===== config.mk =====
export PLATFORM = sky130hd
export DESIGN_NAME = alu_cmd_driver
export DESIGN_NICKNAME = d
export VERILOG_FILES = /design/src/rtl/alu_cmd_driver.sv
export SDC_FILE = /design/constraint.sdc
export NUM_CORES = 1
export LEC_CHECK = 0
export CAP_MARGIN = 20
export CORE_MARGIN = 2
export CORE_UTILIZATION = 27
export DETAILED_ROUTE_END_ITERATION = 16
export GPL_TIMING_DRIVEN = 0
export REMOVE_ABC_BUFFERS = 1
export SETUP_SLACK_MARGIN = 0.05
export SLEW_MARGIN = 5
export SYNTH_ARGS = -nofsm -noshare
export SYNTH_HDL_FRONTEND = slang
export SYNTH_SLANG_ARGS = --single-unit

===== constraint.sdc =====
create_clock -name CLK -period 2.2 [get_ports CLK]
set_input_delay 0.44 -clock CLK [delete_from_list [all_inputs] [get_ports CLK]]
set_output_delay 0.44 -clock CLK [all_outputs]
set_load 0.005 [all_outputs]

===== src/rtl/alu_cmd_driver.sv =====
// Initiator for the ALU operation interface: queues commands in a small FIFO and
// issues them one at a time to the ALU, returning each result on a valid/ready port.
module alu_cmd_driver #(
    parameter int DEPTH   = 4,
    parameter int TIMEOUT = 16
) (
    input  logic        CLK,
    input  logic        rst,
    input  logic        cmd_valid,
    output logic        cmd_ready,
    input  logic [7:0]  cmd_a,
    input  logic [7:0]  cmd_b,
    input  logic [2:0]  cmd_op,
    output logic        alu_en,
    output logic [7:0]  alu_a,
    output logic [7:0]  alu_b,
    output logic [2:0]  alu_op,
    input  logic [15:0] alu_result,
    input  logic        alu_done,
    output logic        rsp_valid,
    input  logic        rsp_ready,
    output logic [15:0] rsp_result,
    output logic [2:0]  rsp_op,
    output logic        rsp_err,
    output logic        busy
);
    localparam int AW = $clog2(DEPTH);
    localparam int TW = $clog2(TIMEOUT);
    localparam logic [AW:0]   FULL_CNT = (AW+1)'(DEPTH);
    localparam logic [TW-1:0] TMAX     = TW'(TIMEOUT - 1);

    typedef enum logic [1:0] {IDLE, ISSUE, WAIT, RESP} state_t;

    typedef struct packed {
        logic [2:0] op;
        logic [7:0] b;
        logic [7:0] a;
    } cmd_t;

    cmd_t          mem_q [DEPTH];
    cmd_t          head;
    logic [AW-1:0] wr_ptr_q, rd_ptr_q;
    logic [AW:0]   count_q, count_d;
    logic          push, pop, legal;

    state_t        state_q, state_d;
    logic [TW-1:0] timer_q, timer_d, timer_inc;
    logic [7:0]    a_q, a_d, b_q, b_d;
    logic [2:0]    aop_q, aop_d, op_q, op_d;
    logic [15:0]   res_q, res_d;
    logic          err_q, err_d;

    assign push      = cmd_valid && cmd_ready;
    assign pop       = (state_q == IDLE) && (count_q != '0);
    assign head      = mem_q[rd_ptr_q];
    assign legal     = head.op <= 3'd5;
    assign timer_inc = timer_q + TW'(1);

    always_comb begin
        count_d = count_q;
        if (push && !pop)
            count_d = count_q + (AW+1)'(1);
        else if (pop && !push)
            count_d = count_q - (AW+1)'(1);
    end

    // Storage is not reset; only the pointers and count define the contents.
    always_ff @(posedge CLK) begin
        if (push)
            mem_q[wr_ptr_q] <= {cmd_op, cmd_b, cmd_a};
    end

    always_ff @(posedge CLK) begin
        if (rst) begin
            wr_ptr_q <= '0;
            rd_ptr_q <= '0;
            count_q  <= '0;
            state_q  <= IDLE;
            timer_q  <= '0;
            a_q      <= '0;
            b_q      <= '0;
            aop_q    <= '0;
            op_q     <= '0;
            res_q    <= '0;
            err_q    <= 1'b0;
        end else begin
            if (push)
                wr_ptr_q <= wr_ptr_q + AW'(1);
            if (pop)
                rd_ptr_q <= rd_ptr_q + AW'(1);
            count_q <= count_d;
            state_q <= state_d;
            timer_q <= timer_d;
            a_q     <= a_d;
            b_q     <= b_d;
            aop_q   <= aop_d;
            op_q    <= op_d;
            res_q   <= res_d;
            err_q   <= err_d;
        end
    end

    // Done is checked before the timeout, so a late done on the last cycle still wins.
    always_comb begin
        state_d = state_q;
        case (state_q)
            IDLE:    if (pop) state_d = legal ? ISSUE : RESP;
            ISSUE:   state_d = WAIT;
            WAIT:    if (alu_done || timer_inc == TMAX) state_d = RESP;
            RESP:    if (rsp_ready) state_d = IDLE;
            default: state_d = IDLE;
        endcase
    end

    always_comb begin
        timer_d = timer_q;
        a_d     = a_q;
        b_d     = b_q;
        aop_d   = aop_q;
        op_d    = op_q;
        res_d   = res_q;
        err_d   = err_q;
        case (state_q)
            IDLE: begin
                if (pop) begin
                    op_d = head.op;
                    // Illegal opcodes never reach the ALU, so its operands keep their last values.
                    if (legal) begin
                        a_d   = head.a;
                        b_d   = head.b;
                        aop_d = head.op;
                    end else begin
                        res_d = '0;
                        err_d = 1'b1;
                    end
                end
            end
            ISSUE: timer_d = '0;
            WAIT: begin
                if (alu_done) begin
                    res_d = alu_result;
                    err_d = 1'b0;
                end else begin
                    timer_d = timer_inc;
                    if (timer_inc == TMAX) begin
                        res_d = '0;
                        err_d = 1'b1;
                    end
                end
            end
            default: ;
        endcase
    end

    always_comb begin
        cmd_ready  = !rst && (count_q < FULL_CNT);
        alu_en     = (state_q == ISSUE);
        alu_a      = a_q;
        alu_b      = b_q;
        alu_op     = aop_q;
        rsp_valid  = (state_q == RESP);
        rsp_result = res_q;
        rsp_op     = op_q;
        rsp_err    = err_q;
        busy       = (state_q != IDLE) || (count_q != '0);
    end

endmodule


### Word level (Yosys, flattened, before mapping)

Memory sizes are Yosys's and may differ from the RTL's. A register that Yosys moved wholly into a read port is not among the register bits.
Index checks and enable logic that the tools add are counted.

| word-level totals | value |
|---|---|
| register bits after elaboration | 52 |
| memories | 1 |
| bits of input ports | 40 |
| word-level logic and storage cells | 73 |
| bits in writable memories | 76 |
| output and inout port bits | 43 |
| bits in read-only memories | 0 |
| latch bits | 0 |

Memories:

| memory | depth | bits a word | rd ports | clocked after Yosys merged registers in | wr ports | line | text |
|---|---|---|---|---|---|---|---|
| mem_q | 4 | 19 | 1 | 1 | 1 | 40 | `cmd_t mem_q [DEPTH];` |

| cells by class | value |
|---|---|
| reductions and logical operators | 21 |
| bitwise gates (word level) | 0 |
| shift-type cells | 0 |
| $lt $le $gt $ge | 2 |
| $mul | 0 |
| equality and inequality tests | 10 |
| $add $sub $neg | 5 |
| divide/modulo/power cells | 0 |
| muxes and demuxes | 23 |

Operators by type and width:

| operator | number |
|---|---|
| $mux 16 | 4 |
| $pmux 16 s2 | 1 |
| $mux 2 | 6 |
| $ne 2x2->1 const B | 4 |
| $pmux 2 s4 | 1 |
| $pmux 4 s2 | 1 |
| $reduce_bool 2->1 | 4 |
| $mux 1 | 6 |
| $mux 3 | 2 |
| $reduce_and 3->1 | 2 |
| $logic_and 1x1->1 | 5 |
| $add 2x1->2 const B | 2 |
| $add 4x1->4 const B | 1 |
| $eq 2x2->1 const B | 2 |
| $eq 4x4->1 const B | 1 |
| $mux 4 | 1 |
| $reduce_and 2->1 | 2 |
| $reduce_and 4->1 | 1 |
| $add 3x1->3 const B | 1 |
| $le 3x3->1 const B | 1 |
| $logic_not 1->1 | 3 |
| $lt 3x3->1 const B | 1 |
| $ne 3x3->1 const B | 1 |
| $reduce_bool 3->1 | 1 |
| other kinds (6) | 7 |

### Depth between registers and ports, before layout

Gate-level depths: netlist of run 1.

| logic depth | value |
|---|---|
| depth after elaboration | 7 |
| gate-level depth with buffers | 11 |
| depth with buffers taken out | 10 |

### Worst setup path after synthesis of run 1

No wires, ideal clock.

| timing | value |
|---|---|
| path type | register to register |
| start point | reg state_q[0] |
| end point | reg count_q[2] |
| data required time | 2130 ps |
| arrival time | 2207 ps |
| setup time | 70 ps |
| stages on the path, launching flop included | 12 |
| path slack | -78 ps |
| period minus slack after synthesis | 2278 ps |
| path through | dfxtp_1 inv_1 ha_1 nor2b_1 buf_2 clkinv_1 ha_1 inv_1 fa_1 xor2_1 or3_1 a21oi_1 |

| on the way | value |
|---|---|
| word-level cells in the longest chain between the ends | 5 |
| elaborated cells on any way between the ends | 7 |
| classes of those cells | mux (1); reduce/logical (6) |

RTL lines:

| element | line | text |
|---|---|---|
| start, declared | 46 | `state_t state_q, state_d;` |
| start signal, assigned | 92 | `state_q <= state_d;` |
| $logic_not 2->1 * | 54 | `assign pop = (state_q == IDLE) && (count_q != '0);` |
| $logic_and 1x1->1 * | 54 |  |
| $logic_not 1->1 | 61 | `if (push && !pop)` |
| $logic_and 1x1->1 | 61 |  |
| $mux 3 / $reduce_bool 2->1 (equally long branches) | - |  |
| end signal, assigned | 91 | `count_q <= count_d;` |
| end, declared | 43 | `logic [AW:0] count_q, count_d;` |

Every way passes the cells marked *; elsewhere a longest branch is shown, timed or not.
A chain may end at the register's enable or synchronous reset.

### Worst setup path after layout of run 1

| timing | value |
|---|---|
| start point | in cmd_valid |
| end point | reg count_q[2] |

| on the way | value |
|---|---|
| word-level cells in the longest chain between the ends | 4 |
| elaborated cells on any way between the ends | 6 |
| classes of those cells | mux (1); reduce/logical (5) |

RTL lines:

| element | line | text |
|---|---|---|
| start, declared | 9 | `input logic cmd_valid,` |
| $logic_and 1x1->1 * | 53 | `assign push = cmd_valid && cmd_ready;` |
| $logic_not 1->1 | 63 | `else if (pop && !push)` |
| $logic_and 1x1->1 | 63 |  |
| $reduce_bool 2->1 (no source line) | - |  |

Marked as above.

==> results of run 1 <==
==> through the flow <==
stage,util (%),hold WS (ns),power [mW],cells,setup TNS [ns]
after floorplan,-,0.447,4.18,354,-8.77
after global placement,33.3,0.442,4.95,665,-162.90
after detailed placement,33.3,0.448,5.03,665,-51.49
after CTS,36.9,0.456,7.85,701,0
after global routing,37.4,0.467,8.21,706,0
final,37.4,0.453,7.80,706,0
==> sequential cells by signal, summed over array words and instances, names as in the netlist, named ones only <==
register / cells
alu_a: 8
alu_b: 8
alu_op: 3
count_q: 3
mem_q: 76
rd_ptr_q: 2
rsp_err: 1
rsp_op: 3
rsp_result: 16
state_q: 2
timer_q: 4
wr_ptr_q: 2
==> timing repair <==
action                     CTS  global route
gates resized for setup     17             3
pin swaps                    1             0
setup buffers                4             1
setup endpoints to repair   46             2
==> synthesized netlist by cell type (all sizes together) <==
cell     count
o21ai        3
nand2       80
and2         2
a41oi        1
o31ai        1
nor2b        1
a21boi       1
or2          1
and3         5
xnor2        2
o21a         1
buf          9
nand2b       1
dfxtp       54
nor2        22
clkinv       1
nand4b       1
or3          1
fa           1
a21oi       26
a211oi       2
clkbuf       7
inv         12
a311oi       3
a221oi       1
nor3         3
edfxtp      76
mux2i       17
and3b        1
xor2         3
o2111ai      1
ha          11
mux4        19
==> worst paths after layout <==
| path | startpoint | endpoint | slack [ns] | cells after the start |
|---|---|---|---|---|
| max | cmd_valid | count_q[2] | 0.12 | 8 |
| min | alu_b[2] | alu_b[2] | 0.45 | 2 |
| max reg2reg | count_q[2] | count_q[2] | 0.13 | 8 |
| min reg2reg | alu_b[2] | alu_b[2] | 0.45 | 2 |
==> per-layer routing <==
layer | routed length, um | part of all wire, %
met5 | 0 | 0
met4 | 259 | 2.3
met3 | 379 | 3.4
met2 | 5730 | 51
met1 | 4840 | 43
==> cells by family (layout without fill, tap and decap cells) <==
group / count (synthesis) / after routing / synth area share [%]
adders and majority gates: 12 / 12 / 3.13
muxes: 36 / 36 / 11.9
AOI/OAI and AO/OA: 40 / 40 / 4.75
DFF: 130 / 130 / 66.8
buffers and inverters: 29 / 136 / 2.79
xor gates and xnor gates: 5 / 5 / 0.871
and+or+nand+nor: 118 / 118 / 9.72
==> power by group <==
group	internal [mW]	switching [mW]
sequential	2.88	0.194
combinational	1.05	1.00
clock	1.66	1.02
total	5.58	2.22
==> cell type report <==
| cell class | instances | area, um^2 |
|---|---|---|
| clock buffer | 18 | 429 |
| timing repair buffer | 91 | 932 |
| tap | 229 | 287 |
| sequential | 130 | 3370 |
| fill | 1738 | 11400 |
| inverter | 13 | 50.0 |
| multi-input combinational | 211 | 1580 |
| clock inverter | 14 | 138 |
==> layout by cell type (no fill, tap or decap), types with 6 or more instances in the layout <==
cell type                         count
sky130_fd_sc_hd__clkdlybuf4s50_1     80
sky130_fd_sc_hd__nand2_1             77
sky130_fd_sc_hd__edfxtp_1            76
sky130_fd_sc_hd__dfxtp_1             50
sky130_fd_sc_hd__a21oi_1             25
sky130_fd_sc_hd__nor2_1              21
sky130_fd_sc_hd__mux4_2              19
sky130_fd_sc_hd__mux2i_1             17
sky130_fd_sc_hd__clkbuf_16           17
sky130_fd_sc_hd__inv_1               12
sky130_fd_sc_hd__ha_1                 9
sky130_fd_sc_hd__buf_4                6
==> worst register-to-register path, stage by stage, from the launching register on <==
cell	delay (ns)
sky130_fd_sc_hd__dfxtp_1	0.34
sky130_fd_sc_hd__nor2_2	0.20
sky130_fd_sc_hd__and2_1	0.25
sky130_fd_sc_hd__ha_2	0.22
sky130_fd_sc_hd__inv_1	0.06
sky130_fd_sc_hd__fa_2	0.34
sky130_fd_sc_hd__xor2_1	0.15
sky130_fd_sc_hd__or3_1	0.31
sky130_fd_sc_hd__a21oi_1	0.13
==> impl.org, run 1 <==
** Routing
- The first detailed-routing pass took 4 iterations.
- Final routed DRC violation total :: 0
- In the final routed layout, each cell accounts on average for 15.9 um.
- For this block, the routed nets add up to 11.2 mm of wire.
- DR vias :: 3,142
- Violation count after the first detailed-route iteration :: 147
- Number of vias per cell after detailed routing :: 4.45
- Post-route antenna net violation count :: 0

** Timing
- RSZ-0062 raised after global routing :: true
- Max frequency :: 0.481 GHz
- Final number of max-transition violations :: 0
- Post-route fraction of the period consumed by the critical path :: 94.5%
- Final critical-path required period :: 2.08 ns
- Final hold violation count :: 0
- In this run the tightest slew margin relative to its limit is 29.8%.
- Transition time of the tightest slew-check pin :: 1.05 ns
- Minimum setup slack in the final design :: 0.121 ns
- Setup violations remaining at the end of the flow were counted as 0.
- On the final layout, the worst clock skew is 0.00637 ns.

** Setup path
- Nature of the critical path endpoint :: flip-flop
- Crit-path slowest cell :: sky130_fd_sc_hd__clkdlybuf4s50_1
- The critical path goes through clkdlybuf4s50_1, and2_1, ha_2, inv_1, fa_2, xor2_1, or3_1, a21oi_1.
- Among cell families on the critical path, the largest total delay comes from buffers and inverters.
- By startpoint and endpoint, the worst setup path is classified as in2reg.
- Data required time of the worst path :: 2.54 ns
- Worst path bufs/invs :: 2
- The worst setup path is launched from an input pin.
- STA puts the critical path data arrival time at 2.42 ns.
- The largest single stage delay on the critical path is 0.52 ns.
- Largest fanout on the critical path :: 5

** GRT
- Number of global-route vias before repair :: 3,337
- For this run, the total global-route usage over all layers was measured as 12.0%.
- Global routing consumed, on the met1 layer, 13.5% of the routing resources.
- The number of antenna violations at the first check in global routing was 0.
- GRT overflow :: 0
- Global routing consumed, on the met3 layer, 3.35% of the routing resources.
- Global routing used 20.9% of the available met2 tracks.
- Most utilized layer in the global route result :: met2
- Pin count of the biggest net entering global routing :: 41
- The first global-routing pass estimated 17.7 mm of wire.

** Placement
- Detailed placer's ending HPWL :: 7.20 mm
- During placement, the flow inserted port buffers numbering 82.
- Routability cong. :: 0.729
- Instance area after placement :: 6040 um^2
- Prior to clock tree synthesis, the placed netlist has a worst setup slack of -0.701 ns.

** Logic synthesis
- Largest cells by area after synthesis :: sky130_fd_sc_hd__edfxtp_1 45%, sky130_fd_sc_hd__dfxtp_1 21%, sky130_fd_sc_hd__mux4_2 8.5%
- Netlist area before placement :: 5030 um^2
- Cell type with the largest total area after synthesis :: sky130_fd_sc_hd__edfxtp_1
- Flop and latch count out of synthesis :: 130
- Syn Area/Cell :: 13.6 um^2
- The share of synthesized area in the top cell type comes to 45.4%.
- Count of mapped cells out of synthesis :: 370
- Sequential elements use 66.8% of the synthesized area.
- Yosys cell types :: 38
- During synthesis, Yosys emitted a total of 0 warnings.

** Layout
- Layout Cell Area excl Fill :: 6780 um^2
- Number of nets in the layout :: 516
- Ant. Diodes :: 0
- In the final layout, the share of cells above drive strength 1 is 15.3%.
- From synthesis to final layout, the design area changed by 34.8%.

** Clocking
- The clock passes through at most 2 buffers.
- Clock buffers created by TritonCTS :: 17
- The later pin in the worst-skew pair is clocked with a latency of 0.41 ns.
- CTS hold repair buffers :: 0
- Total number of clock tree sinks :: 130
- CTS tree :: yes
- Clock Tree Root :: sky130_fd_sc_hd__clkbuf_16
- Clock-pin slew was measured on the worst setup and hold paths at 0.06 ns.
- CTS H-tree lvls :: 4

** Worst hold path
- The min-delay analysis places its worst path in the category reg2reg.

** Pwr
- In this run the power density over the cells is 1150 nW/um^2.
- Maximum vdd ir drop :: 0.000538 V
- Leak :: 2.28 nW

** Floorplan
- Once the floorplan was initialized, standard cells occupied 27.7% of the core.
- The die is 141 um tall.
- Pin placement for this block handled 83 I/O pins.
- Die width :: 141 um
- The die covers 19,700 um^2.
- Std-Cell Rows :: 49
- Core area :: 18,100 um^2

** Flow run
- Max-cap violations :: 0

** Outcome
- Status :: completed
Power figures use the tool's default switching activity.
==> run 2: changes to the inputs <==
Settings changed: ABC_AREA set to 1.
==> run 2 against run 1 <==
Against the previous run:
- clock skew grew 0.0012 ns
- register-to-register slack better by 0.09 ns
- global-route usage grew 0.44 points
- utilization shrank 0.99 points
- clock-buffer cell count increased by 1
- die area increased by 5.4%
- worst setup slack better by 0.064 ns
- cell count is 27% higher
- critical path depth shrank 2
- sequential power increased by 11%
- first-iteration DRC count grew 5.4%
- sequential cell count unchanged
==> impl.org, run 2 <==
** Outcome
- The flow ran to the end, and the final reports show no timing, DRC or antenna violations.

** Setup path
- Data arrival time of the critical path :: 1.57 ns
- Worst setup path category :: reg2out
- Largest fanout on the critical path :: 5
- The worst setup path is launched from a flip-flop.
- STA puts the critical path data required time at 1.76 ns.
- Nature of the critical path endpoint :: output port

** Layout
- Layout Cell Area excl Fill :: 7060 um^2
- Max FFs per register :: 76
- Non-filler instance count after layout :: 896
- Ant. Diodes :: 0
- Ranked by flip-flop count, first place goes to mem_q.
- Layout area overhead :: 32.9%
- Most common cell after layout, fill and taps aside :: sky130_fd_sc_hd__nor2_1
- In the final design database the tool counted 670 nets.
- Most frequent cells in the layout :: 91 x sky130_fd_sc_hd__nor2_1, 80 x sky130_fd_sc_hd__clkdlybuf4s50_1, 76 x sky130_fd_sc_hd__edfxtp_1
- In the final layout, the share of cells above drive strength 1 is 11.9%.

** Floorplan
- For this configuration, the core starts out at a cell density of 27.4%.
- Total die area :: 20,800 um^2
- Die width :: 144 um
- Std-Cell Rows :: 51
- In this run the count of I/O pins placed on the die edge is 83.
- Core area :: 19,400 um^2
- The die is 144 um tall.

** Timing
- Total negative slack for setup checks :: 0 ns
- Final critical-path required period :: 2.01 ns
- Timing would allow up to 0.496 GHz.
- Final number of max-transition violations :: 0
- The worst pin sits at a relative slew slack of 34.5%.
- RSZ-0062 raised after global routing :: false
- Transition time of the tightest slew-check pin :: 0.980 ns
- Layout Skew :: 0.00762 ns
- Post-route fraction of the period consumed by the critical path :: 91.6%
- Minimum setup slack in the final design :: 0.185 ns
- Setup violations, final :: 0
- Final hold violation count :: 0

** Routing
- After detailed routing, the number of remaining DRC violations is 0.
- Violation count after the first detailed-route iteration :: 155
- Number of vias per cell after detailed routing :: 4.36
- Post-route antenna net violation count :: 0
- The final route contains 3,905 vias.
- The final layout contains routed wiring with a total length of 12.6 mm.
- Average wire length per cell after detail routing :: 14.1 um
- First-pass detailed-route iteration total :: 5

** Placement
- Number of cells after detailed placement :: 861
- Summed over all nets, the half-perimeter wirelength after detailed placement is 7.63 mm.
- Summing all placed instances gives a cell area of 6430 um^2.
- The count of buffers added on input and output ports is 82.
- OpenSTA, run right after detailed placement, puts the worst setup slack at -0.545 ns.
- Routability-driven placement finished with a final weighted congestion of 0.738.

** Clocking
- TritonCTS built the clock tree.
- Clock buffers created by TritonCTS :: 17
- CTS H-tree lvls :: 4
- CTS hold repair buffers :: 0
- After clock tree synthesis, the clock-pin slew on the worst setup and hold paths is 0.06 ns.
- Clk_lat worst skew :: 0.42 ns
- CTS saw 130 sinks.
- No sink is reached through more buffers than the 2 on the longest clock path.
- Clock Tree Root :: sky130_fd_sc_hd__clkbuf_16

** GRT
- Number of global-route vias before repair :: 3,667
- Antenna violations before repair :: 0
- Pin count of the biggest net entering global routing :: 46
- GRT overflow :: 0
- The first global-routing pass estimated 19.3 mm of wire.
- In the global route stage, overall resource usage came out at 12.4%.

** Logic synthesis
- Of all flip-flops after synthesis, the portion carrying an async set or reset was 0%.
- After synthesis, flip-flops and latches occupy 63.3% of the total area.
- Yosys printed 0 warnings.
- Synth top cells by count :: 98 x sky130_fd_sc_hd__nor2_1, 76 x sky130_fd_sc_hd__edfxtp_1, 65 x sky130_fd_sc_hd__nand2_1, 54 x sky130_fd_sc_hd__dfxtp_1, 43 x sky130_fd_sc_hd__a21oi_1
- Yosys cell types :: 25
- The synthesized design spends more area on one cell type than any other, namely sky130_fd_sc_hd__edfxtp_1.
- Post-synth top flop :: sky130_fd_sc_hd__edfxtp_1
- The synthesized netlist occupies a cell area of 5310 um^2.
- Yosys instantiated no cell more often than sky130_fd_sc_hd__nor2_1.
- By area the synthesized netlist is led by sky130_fd_sc_hd__edfxtp_1 43%, sky130_fd_sc_hd__dfxtp_1 20%, sky130_fd_sc_hd__nor2_1 6.9%.
- Share of Yosys cell area claimed by the top area cell type :: 43.0%
- Flop and latch count out of synthesis :: 130
- Count of mapped cells out of synthesis :: 532
- Syn Area/Cell :: 9.98 um^2
- Yosys mapped a number of flops with a built-in enable equal to 76.

** Pwr
- Leak :: 2.60 nW
- Maximum vdd ir drop :: 0.000683 V
- In this run the power density over the cells is 1350 nW/um^2.
- Sum of internal, switching and leakage power :: 9.53 mW

** Worst hold path
- HP Class :: reg2reg

** Flow run
- Max-cap violations :: 0
## run 2: report_power, final
part	total, mW	switching [mW]	internal (mW)
clock	2.63	1.06	1.58
combinational	3.48	1.94	1.53
sequential	3.42	0.336	3.09
total	9.53	3.33	6.20
## run 2: logic make-up (layout without fill, tap and decap cells)
group	Yosys count	after routing	synth area share, %
AOI/OAI and AO/OA	122	124	12.4
buffers and inverters	73	170	6.03
adders and majority gates	12	12	2.97
xor gates and xnor gates	1	1	0.165
DFF	130	130	63.3
and+or+nand+nor	194	194	15.1
## run 2: per-stage QoR
step | hold slack [ns] | utilization (%)
after floorplan | 0.439 | -
after global placement | 0.439 | 32.6
after detailed placement | 0.445 | 33.1
after CTS | 0.453 | 36.3
after global routing | 0.467 | 36.4
final | 0.447 | 36.4
## run 2: path summary, 6_finish.rpt
kind                            slack [ns]  cells after the start         to        from
worst max-delay path                  0.19                      6       busy  state_q[0]
worst min register to register        0.45                      2  alu_op[2]   alu_op[2]
worst max register to register        0.22                      8   alu_a[0]   flip-flop
worst min-delay path                  0.45                      2  alu_op[2]   alu_op[2]
## run 2: layer usage
layer / vias up / GRT usage (%) / routed length (um)
met1: 1805 / 15.3 / 5840
met4: 0 / 4.29 / 142
met5: - / 0 / 0
li1: 1982 / - / -
met3: 15 / 4.07 / 818
met2: 103 / 20.5 / 5830
## run 2: cell type report
| cell class | count | area (um^2) |
|---|---|---|
| fill | 2017 | 12300 |
| tap | 265 | 332 |
| clock buffer | 19 | 443 |
| sequential | 130 | 3370 |
| timing repair buffer | 88 | 913 |
| inverter | 50 | 195 |
| clock inverter | 13 | 111 |
| multi-input combinational | 331 | 1690 |
## run 2: worst max-delay path, cell delays in order, from the launching register on
cell                            delay [ns]
sky130_fd_sc_hd__dfxtp_2              0.33
sky130_fd_sc_hd__inv_2                0.09
sky130_fd_sc_hd__ha_4                 0.18
sky130_fd_sc_hd__inv_6                0.06
sky130_fd_sc_hd__nor2_4               0.18
sky130_fd_sc_hd__inv_1                0.05
sky130_fd_sc_hd__dlygate4sd2_1        0.27
## run 2: what timing repair did
action,in CTS,in global routing
endpoints found under the hold margin,0,0
pin swaps,0,1
cloned,1,1
endpoints found under the setup margin,40,28
gates resized for setup,18,3
setup buffers,1,0
